**src/rtl/spi_pkg.sv**
```systemverilog
// Shared SPI framing constants and the responder state encoding.
package spi_pkg;

   typedef enum logic [1:0] {
      IDLE  = 2'd0,
      SHIFT = 2'd1,
      TAIL  = 2'd2
   } state_t;

   localparam int unsigned SPI_FRAME_LEN  = 16;
   localparam int unsigned SPI_LEAD_ZEROS = 3;
   localparam int unsigned SPI_DATA_W     = 8;

endpackage

```
**src/rtl/sync_edge.sv**
```systemverilog
// Multi-flop synchronizer with edge detection for an asynchronous input.
module sync_edge #(
   parameter int unsigned SYNC_STAGES = 2,
   parameter logic        RST_VAL     = 1'b0
) (
   input  logic clk,
   input  logic rst,
   input  logic d,
   output logic level,
   output logic rise,
   output logic fall
);

   logic [SYNC_STAGES-1:0] chain;
   logic                   prev;

   // Synchronizer chain plus one flop holding the previous synchronized level.
   always_ff @(posedge clk) begin
      if (rst) begin
         chain <= {SYNC_STAGES{RST_VAL}};
         prev  <= RST_VAL;
      end else begin
         chain[0] <= d;
         for (int i = 1; i < int'(SYNC_STAGES); i++) begin
            chain[i] <= chain[i-1];
         end
         prev <= chain[SYNC_STAGES-1];
      end
   end

   assign level = chain[SYNC_STAGES-1];
   assign rise  = level & ~prev;
   assign fall  = ~level & prev;

endmodule

```
**src/rtl/spi_adc_slave.sv**
```systemverilog
// SPI responder emulating a serial ADC: leading zeros, sample MSB-first, trailing zeros.
module spi_adc_slave
   import spi_pkg::*;
#(
   parameter int unsigned DATA_W      = SPI_DATA_W,
   parameter int unsigned LEAD_ZEROS  = SPI_LEAD_ZEROS,
   parameter int unsigned FRAME_LEN   = SPI_FRAME_LEN,
   parameter int unsigned SYNC_STAGES = 2
) (
   input  logic              clk,
   input  logic              rst,
   input  logic              sclk,
   input  logic              cs_n,
   input  logic [DATA_W-1:0] din,
   input  logic              din_valid,
   output logic              din_ready,
   output logic              sdata,
   output logic              busy,
   output logic              frame_done,
   output logic              aborted
);

   localparam int unsigned KW = $clog2(FRAME_LEN + 1);

   state_t              state;
   logic [KW-1:0]       k;
   logic [KW-1:0]       k_next;
   logic [DATA_W-1:0]   hold;
   logic [DATA_W-1:0]   shreg;
   logic [DATA_W-1:0]   load_val;
   logic                cs_level, cs_rise, cs_fall;
   logic                sclk_level, sclk_rise, sclk_fall;
   logic                unused_sync;

   // Bit value on the wire for frame position idx given sample val.
   function automatic logic frame_bit(input int unsigned idx, input logic [DATA_W-1:0] val);
      logic [DATA_W-1:0] sh;
      sh = val << (idx - LEAD_ZEROS);
      if (idx < LEAD_ZEROS || idx >= LEAD_ZEROS + DATA_W) return 1'b0;
      return sh[DATA_W-1];
   endfunction

   sync_edge #(.SYNC_STAGES(SYNC_STAGES), .RST_VAL(1'b0)) u_cs_sync (
      .clk   (clk),
      .rst   (rst),
      .d     (cs_n),
      .level (cs_level),
      .rise  (cs_rise),
      .fall  (cs_fall)
   );

   sync_edge #(.SYNC_STAGES(SYNC_STAGES), .RST_VAL(1'b1)) u_sclk_sync (
      .clk   (clk),
      .rst   (rst),
      .d     (sclk),
      .level (sclk_level),
      .rise  (sclk_rise),
      .fall  (sclk_fall)
   );

   assign unused_sync = ^{cs_level, sclk_level, sclk_rise};
   assign din_ready   = (state == IDLE);
   assign k_next      = k + KW'(1);
   // A sample offered on the cs_n-fall cycle bypasses hold straight into the frame.
   assign load_val    = din_valid ? din : hold;

   // Frame sequencer: holding register, shift position and registered outputs.
   always_ff @(posedge clk) begin
      if (rst) begin
         state      <= IDLE;
         k          <= '0;
         hold       <= '0;
         shreg      <= '0;
         sdata      <= 1'b1;
         busy       <= 1'b0;
         frame_done <= 1'b0;
         aborted    <= 1'b0;
      end else begin
         frame_done <= 1'b0;
         aborted    <= 1'b0;
         if (din_valid && din_ready) hold <= din;
         case (state)
            IDLE: begin
               if (cs_fall) begin
                  state <= SHIFT;
                  busy  <= 1'b1;
                  k     <= '0;
                  shreg <= load_val;
                  sdata <= frame_bit(0, load_val);
               end
            end
            SHIFT: begin
               // cs_n rise has priority over a coincident sclk fall.
               if (cs_rise) begin
                  state   <= IDLE;
                  busy    <= 1'b0;
                  aborted <= 1'b1;
                  sdata   <= 1'b1;
               end else if (sclk_fall) begin
                  k <= k_next;
                  if (k_next == KW'(FRAME_LEN)) begin
                     state      <= TAIL;
                     frame_done <= 1'b1;
                     sdata      <= 1'b0;
                  end else begin
                     sdata <= frame_bit(32'(k_next), shreg);
                  end
               end
            end
            TAIL: begin
               if (cs_rise) begin
                  state <= IDLE;
                  busy  <= 1'b0;
                  sdata <= 1'b1;
               end
            end
            default: state <= IDLE;
         endcase
      end
   end

endmodule

```
**config.mk**
```make
export PLATFORM = sky130hd
export DESIGN_NAME = spi_adc_slave
export DESIGN_NICKNAME = d
export VERILOG_FILES = /design/src/rtl/spi_pkg.sv /design/src/rtl/sync_edge.sv /design/src/rtl/spi_adc_slave.sv
export SDC_FILE = /design/constraint.sdc
export NUM_CORES = 1
export LEC_CHECK = 0
export BUFFER_PORTS_ARGS = -buffer_cell sky130_fd_sc_hd__buf_4
export CAP_MARGIN = 20
export CELL_PAD_IN_SITES_DETAIL_PLACEMENT = 0
export CELL_PAD_IN_SITES_GLOBAL_PLACEMENT = 1
export CORE_UTILIZATION = 46
export DETAILED_ROUTE_END_ITERATION = 8
export HOLD_SLACK_MARGIN = 0.12
export PLACE_DENSITY_LB_ADDON = 0.15
export SYNTH_ARGS = -nofsm -noshare
export SYNTH_HDL_FRONTEND = slang
export SYNTH_SLANG_ARGS = --single-unit
export TNS_END_PERCENT = 1
```
**constraint.sdc**
```tcl
create_clock -name clk -period 3.9 [get_ports clk]
set_clock_uncertainty 0.1 [all_clocks]
set_input_delay 0 -clock clk [delete_from_list [all_inputs] [get_ports clk]]
set_output_delay 0 -clock clk [all_outputs]
set_load 0.01 [all_outputs]
```
# After elaboration in Yosys (flattened, before gate mapping)
# Index checks and enable logic that the tools add are counted.
dict set report classes {
  add_sub_neg 2
  multipliers 0
  div 0
  order_cmp 2
  n_eq_ne 10
  shifts 1
  n_mux 30
  bitwise 8
  n_reduce_logical 14
}
# op n
set op_table {}
lappend op_table {{$shl 8x32->8} 1}
lappend op_table {{$mux 1} 17}
lappend op_table {{$mux 5} 3}
lappend op_table {{$reduce_and 4->1} 3}
lappend op_table {{$mux 2} 5}
lappend op_table {{$pmux 5 s2} 1}
lappend op_table {{$mux 8} 1}
lappend op_table {{$ne 2x2->1 const B} 3}
lappend op_table {{$ne 3x3->1 const B} 2}
lappend op_table {{$pmux 2 s3} 1}
lappend op_table {{$sub 5x2->6 const B} 1}
lappend op_table {{$add 5x1->5 const B} 1}
lappend op_table {{$eq 5x5->1 const B} 1}
lappend op_table {{$ge 5x4->1 const B} 1}
lappend op_table {{$lt 5x2->1 const B} 1}
lappend op_table {{$not 1->1} 5}
lappend op_table {{$ne 2x1->1 const B} 2}
lappend op_table {{$reduce_bool 2->1} 2}
lappend op_table {{$reduce_or 2->1} 2}
lappend op_table {{$reduce_or 4->1} 1}
lappend op_table {{$and 1x1->1} 3}
lappend op_table {{$pmux 1 s3} 1}
lappend op_table {{$reduce_and 3->1} 1}
lappend op_table {{$reduce_bool 3->1} 1}
lappend op_table {{7 further kinds} 7}
dict set report word_totals {
  reg_bits 33
  latchBits 0
  ramBits 0
  rom_bits 0
  input_bits 13
  output_inout_bits 5
  wordCells 79
  mem_count 0
}

# Logic depth before layout (Yosys ltp)
dict set report logic_depth {
  word_depth 14
  ltp_mapped 8
  mapped_depth_nobuf 7
}

# By module
# From an unflattened synthesis, not the netlist that was laid out.
dict set report unflattened {
  cells_unflattened 183
  area_unflattened_um2 1609.0
}
# mod n_inst cells_each area_each_um2 seq_area_each_um2
set by_module_without_submodules {}
lappend by_module_without_submodules {spi_adc_slave 1 167 1425.1 540.5}
lappend by_module_without_submodules {{sync_edge at u_sclk_sync} 1 8 92.6 60.1}
lappend by_module_without_submodules {{sync_edge at u_cs_sync} 1 8 91.3 60.1}

# Worst setup path before layout
# Ideal clock, no wire load.
dict set report synth_timing {
  path_type {register to register}
  startpoint {reg k[0]}
  endpoint {reg sdata}
  setup_ns 0.074
  arrival_time_ns 2.071
  t_required_ns 3.726
  slack_ns 1.655
  path_stages_with_launch 8
  n_path_buf 0
  synth_period_minus_slack_ns 2.245
  path_cell_list {dfxtp_1 > inv_1 > ha_1 > mux4_2 > inv_2 > o221a_1 > or4_1 > a31oi_1}
}
dict set report synth_between {
  elab_chain_len 14
  elab_cells_between_ends 18
  classes_between {2 x add/sub; 2 x order compare; 1 x eq/ne; 1 x shift; 11 x mux; 1 x reduce/logical}
}
# element line_no
set synth_rtl {}
lappend synth_rtl {{start: declaration} spi_adc_slave.sv:26} ;# logic [KW-1:0] k;
lappend synth_rtl {{start signal: assignment} spi_adc_slave.sv:100} ;# k <= k_next;
lappend synth_rtl {{$add 5x1->5 *} spi_adc_slave.sv:63} ;# assign k_next = k + KW'(1);
lappend synth_rtl {{$lt 5x2->1 / $ge 5x4->1 (equally long branches)} spi_adc_slave.sv:39} ;# if (idx < LEAD_ZEROS || idx >= LEAD_ZEROS + DATA_W) return 1'b0;
lappend synth_rtl {{$logic_or 1x1->1} spi_adc_slave.sv:39}
lappend synth_rtl {{$mux 1} spi_adc_slave.sv:39}
lappend synth_rtl {{$mux 1} spi_adc_slave.sv:101} ;# if (k_next == KW'(FRAME_LEN)) begin
lappend synth_rtl {{$mux 1} spi_adc_slave.sv:99} ;# end else if (sclk_fall) begin
lappend synth_rtl {{$mux 1} spi_adc_slave.sv:94} ;# if (cs_rise) begin
lappend synth_rtl {{$mux 1} spi_adc_slave.sv:82} ;# case (state)
lappend synth_rtl {{$mux 1} spi_adc_slave.sv:69} ;# if (rst) begin
lappend synth_rtl {{$mux 1} spi_adc_slave.sv:40} ;# return sh[DATA_W-1];
lappend synth_rtl {{$mux 1 *} spi_adc_slave.sv:101}
lappend synth_rtl {{$mux 1 *} spi_adc_slave.sv:99}
lappend synth_rtl {{$mux 1 *} spi_adc_slave.sv:94}
lappend synth_rtl {{$pmux 1 s3 *} spi_adc_slave.sv:82}
lappend synth_rtl {{end signal: assignment} spi_adc_slave.sv:89} ;# sdata <= frame_bit(0, load_val);
lappend synth_rtl {{end signal: assignment} spi_adc_slave.sv:106} ;# sdata <= frame_bit(32'(k_next), shreg);
lappend synth_rtl {{end: declaration} spi_adc_slave.sv:17} ;# output logic sdata,
# Every way passes the cells marked *; elsewhere a longest branch is shown, timed or not. The select of a mux whose other input is x is not followed.
# A chain may end at the register's enable or synchronous reset.

# Worst setup path in the final report
dict set report layout_timing {
  startpoint {reg state[1]}
  endpoint {reg k[2]}
}
dict set report layout_between {
  elab_chain_len 3
  elab_cells_between_ends 8
  classes_between {4 x eq/ne; 1 x mux; 3 x reduce/logical}
}
# element line_no
set layout_rtl {}
lappend layout_rtl {{start: declaration} spi_adc_slave.sv:25} ;# state_t state;
lappend layout_rtl {{start signal: assignment} spi_adc_slave.sv:70} ;# state <= IDLE;
lappend layout_rtl {{start signal: assignment} spi_adc_slave.sv:85} ;# state <= SHIFT;
lappend layout_rtl {{start signal: assignment} spi_adc_slave.sv:95} ;# state <= IDLE;
lappend layout_rtl {{$eq 2x1->1 / $logic_not 2->1 (equally long branches)} spi_adc_slave.sv:82}
lappend layout_rtl {{$ne 2x2->1 (no line) (tied with other cells)} --}
lappend layout_rtl {{$reduce_and 4->1 (no line)} --}
# Parallel ways exist; a longest one is shown, timed or not.

==> qor.yml <==
routing:
  wl_um: 3700
  drt_pass1_iterations: 4
  drc_errors: 0
  viasPerCell: 5.32
  routed-via-count: 1425
  wire_per_inst_um: 13.8
  antenna_left: 0
  drtIter0Drc: 57
logic_synthesis:
  ys_warn_count: 0
  syn-num-nets: 196
  ys_dominant_reg_cell: "dfxtp_1"
  synthArstFlopShare_pct: 0
  ys_ff_latch: 33
  synth-edff-count: 0
  ys_seq_area_share_pct: 42.0
  syn_area_um2: 1570
  synthDistinctLibCells: 37
  postSynthCellCount: 177
  syn_area_per_cell_um2: 8.88
critical_path:
  critPathArrivalTime_ps: 2930
  path_cells: "inv_1 -> ha_1 -> inv_1 -> nor3_4 -> a21oi_2 -> or4b_1 -> a21oi_1"
  critPathKind: "register to register"
  critPathTopFamily: "simple AND/OR/NAND/NOR gates"
  path_buf_inv: 2
  crit_fanout: 17
  cp_common_cell: "inv_1"
  critPathMaxStageDelay_ps: 550
  cp_slowest_cell: "nor3_4"
  start_kind: "register"
  endpoint_kind: "register"
  cp.required_ps: 4070
timing:
  fin_crit_sh_pct: 70.7
  setup_ws_ps: 1140
  tightest_slew_ps: 580
  setup_viol: 0
  rsz0062_at_grt: "false"
  tns_ps: 0
  fmax_mhz: 363
  slew_headroom_pct: 61.2
  finalHoldViolations: 0
  drv_slew: 0
  whs_ps: 329
  fin_crit_ps: 2760
die:
  die_area_um2: 3650
  die_w_um: 60.5
  start_util_pct: 49.8
  ios: 18
  core-area_um2: 3150
  row_count: 20
  fp.dieH_um: 60.5
clock_network:
  cts_max_path_buffers: 2
  path_clk_slew_ps: 110
  cts-resized-gates: 0
  cts_buffers: 5
  cts_sinks: 33
  cts_tree: "yes"
  clock_latency_ps: 340
  htreeDepth: 2
  cts-root-buf: "clkbuf_4"
power_and_ir_drop:
  cellPowerDensity_nw_per_um2: 428
  p_seq_share_pct: 42.5
  total_power_mw: 0.907
  switching_power_mw: 0.275
  leakage_nw: 0.819
  ir_worst_vdd_v: 0.000295
  combPwrFrac_pct: 27.1
  clockPowerShare_pct: 30.5
  p_sw_share_pct: 30.3
  p_int_mw: 0.632
global_routing:
  grt_max_degree: 36
  grt_pass1_wl_um: 6110
  grt_overflow: 0
  grt_pass1_vias: 1368
  grt_usage_pct: 23.2
  antenna_found_initial: 0
place:
  detailed_place_hpwl_um: 2170
  dp.cells: 229
  gp_congestion: 0.798
  pre_cts_ws_ps: 1180
  placed_cell_area_um2: 1720
  numPortBuffers: 17
cells_and_area:
  layout_common_cells: "dfxtp_1, dlygate4sd3_1, nand2_1"
  drive_gt1_share_pct: 16.1
  final_nets: 242
  fillerInstances: 264
  final_area_um2: 2120
  final_util_pct: 67.2
  regArea_um2: 661
  area_delta_synth_final_pct: 34.8
  multiInputGateArea_um2: 846
  antenna_cells: 0
  fin_cells: 268
  mostFrequentLayoutCell: "dfxtp_1"
run:
  maxCapViolCount: 0
min_path:
  hold_class: "register to register"
run_status:
  outcome: "finished clean"
==> state kept, by name, indices dropped and copies added (netlist names) <==
register and flops:
aborted 1, busy 1, frame_done 1, hold 8
k 5, sdata 1, shreg 8, state 2
u_cs_sync.chain 2, u_cs_sync.prev 1, u_sclk_sync.chain 2, u_sclk_sync.prev 1
==> what timing repair did <==
item	4_1_cts	5_1_grt
endpoints found under the setup margin	0	0
hold buffers	31	0
buffers inserted	0	0
endpoints found under the hold margin	32	0
==> power groups by stage <==
stage	Combinational, mW	Clock [mW]	Sequential, mW
floorplan	0.139	0	0.392
global placement	0.194	0	0.390
detailed placement	0.197	0	0.392
CTS	0.240	0.277	0.384
global route	0.271	0.298	0.389
finish	0.246	0.276	0.385
==> routing by layer <==
metal / global-route usage (%) / routed length, µm / vias to the layer above
met1: 27.4 / 1670 / 653
met4: 12.3 / 102 / 0
li1: - / - / 720
met2: 37.2 / 1780 / 40
met3: 7.89 / 144 / 12
met5: 0 / 0 / -
==> synth_stat cells, types with 2 or more instances <==
cell,count,area share [%]
a211oi_1,10,4.8
a21oi_1,16,5.1
a31oi_1,2,0.80
and2_1,2,0.80
clkbuf_1,7,1.7
dfxtp_1,33,42
ha_1,6,4.8
inv_1,6,1.4
inv_2,2,0.48
mux2i_1,9,5.7
nand2_1,19,4.5
nand2b_1,4,1.6
nand3_1,11,3.5
nor2_1,12,2.9
nor2b_1,5,2.0
nor3_1,2,0.64
o21ai_1,2,0.64
or2_2,5,2.0
or3_1,3,1.2
or4_1,2,0.96
xor2_1,3,1.7
==> kinds of logic (layout without fill, tap and decap cells) <==
group                    Yosys count  count (layout)  synth area share (%)
AND/OR/NAND/NOR                   70              70                  23.0
AO/OA/AOI/OAI                     36              36                  15.0
flip-flops                        33              33                  42.0
buffers and inverters             17              64                  4.14
multiplexers                      11              11                  8.84
adder cells (fa/ha/maj)            6               6                  4.78
XOR/XNOR                           4               4                  2.23
==> area by class of cell <==
cell class / instances / share of cell area (%)
inverter: 8 / 1.42
clock buffer: 6 / 2.42
clock inverter: 2 / 1.77
sequential: 33 / 31.2
timing repair buffer: 48 / 20.7
tap: 44 / 2.60
multi-input combinational: 127 / 39.9
==> worst paths after layout <==
check | from | end | slack (ps) | cells past startpoint
hold reg to reg | u_sclk_sync.chain[0]$_SDFF_PP1_ | u_sclk_sync.chain[1]$_SDFF_PP1_ | 330 | 1
setup reg to reg | state[1]$_SDFFE_PP0P_ | k[2]$_SDFFE_PP0P_ | 1140 | 7
setup / recovery | state[1]$_SDFFE_PP0P_ | k[2]$_SDFFE_PP0P_ | 1140 | 7
hold / removal | u_sclk_sync.chain[0]$_SDFF_PP1_ | u_sclk_sync.chain[1]$_SDFF_PP1_ | 330 | 1
Note: power is estimated with default switching activity, not from simulation.
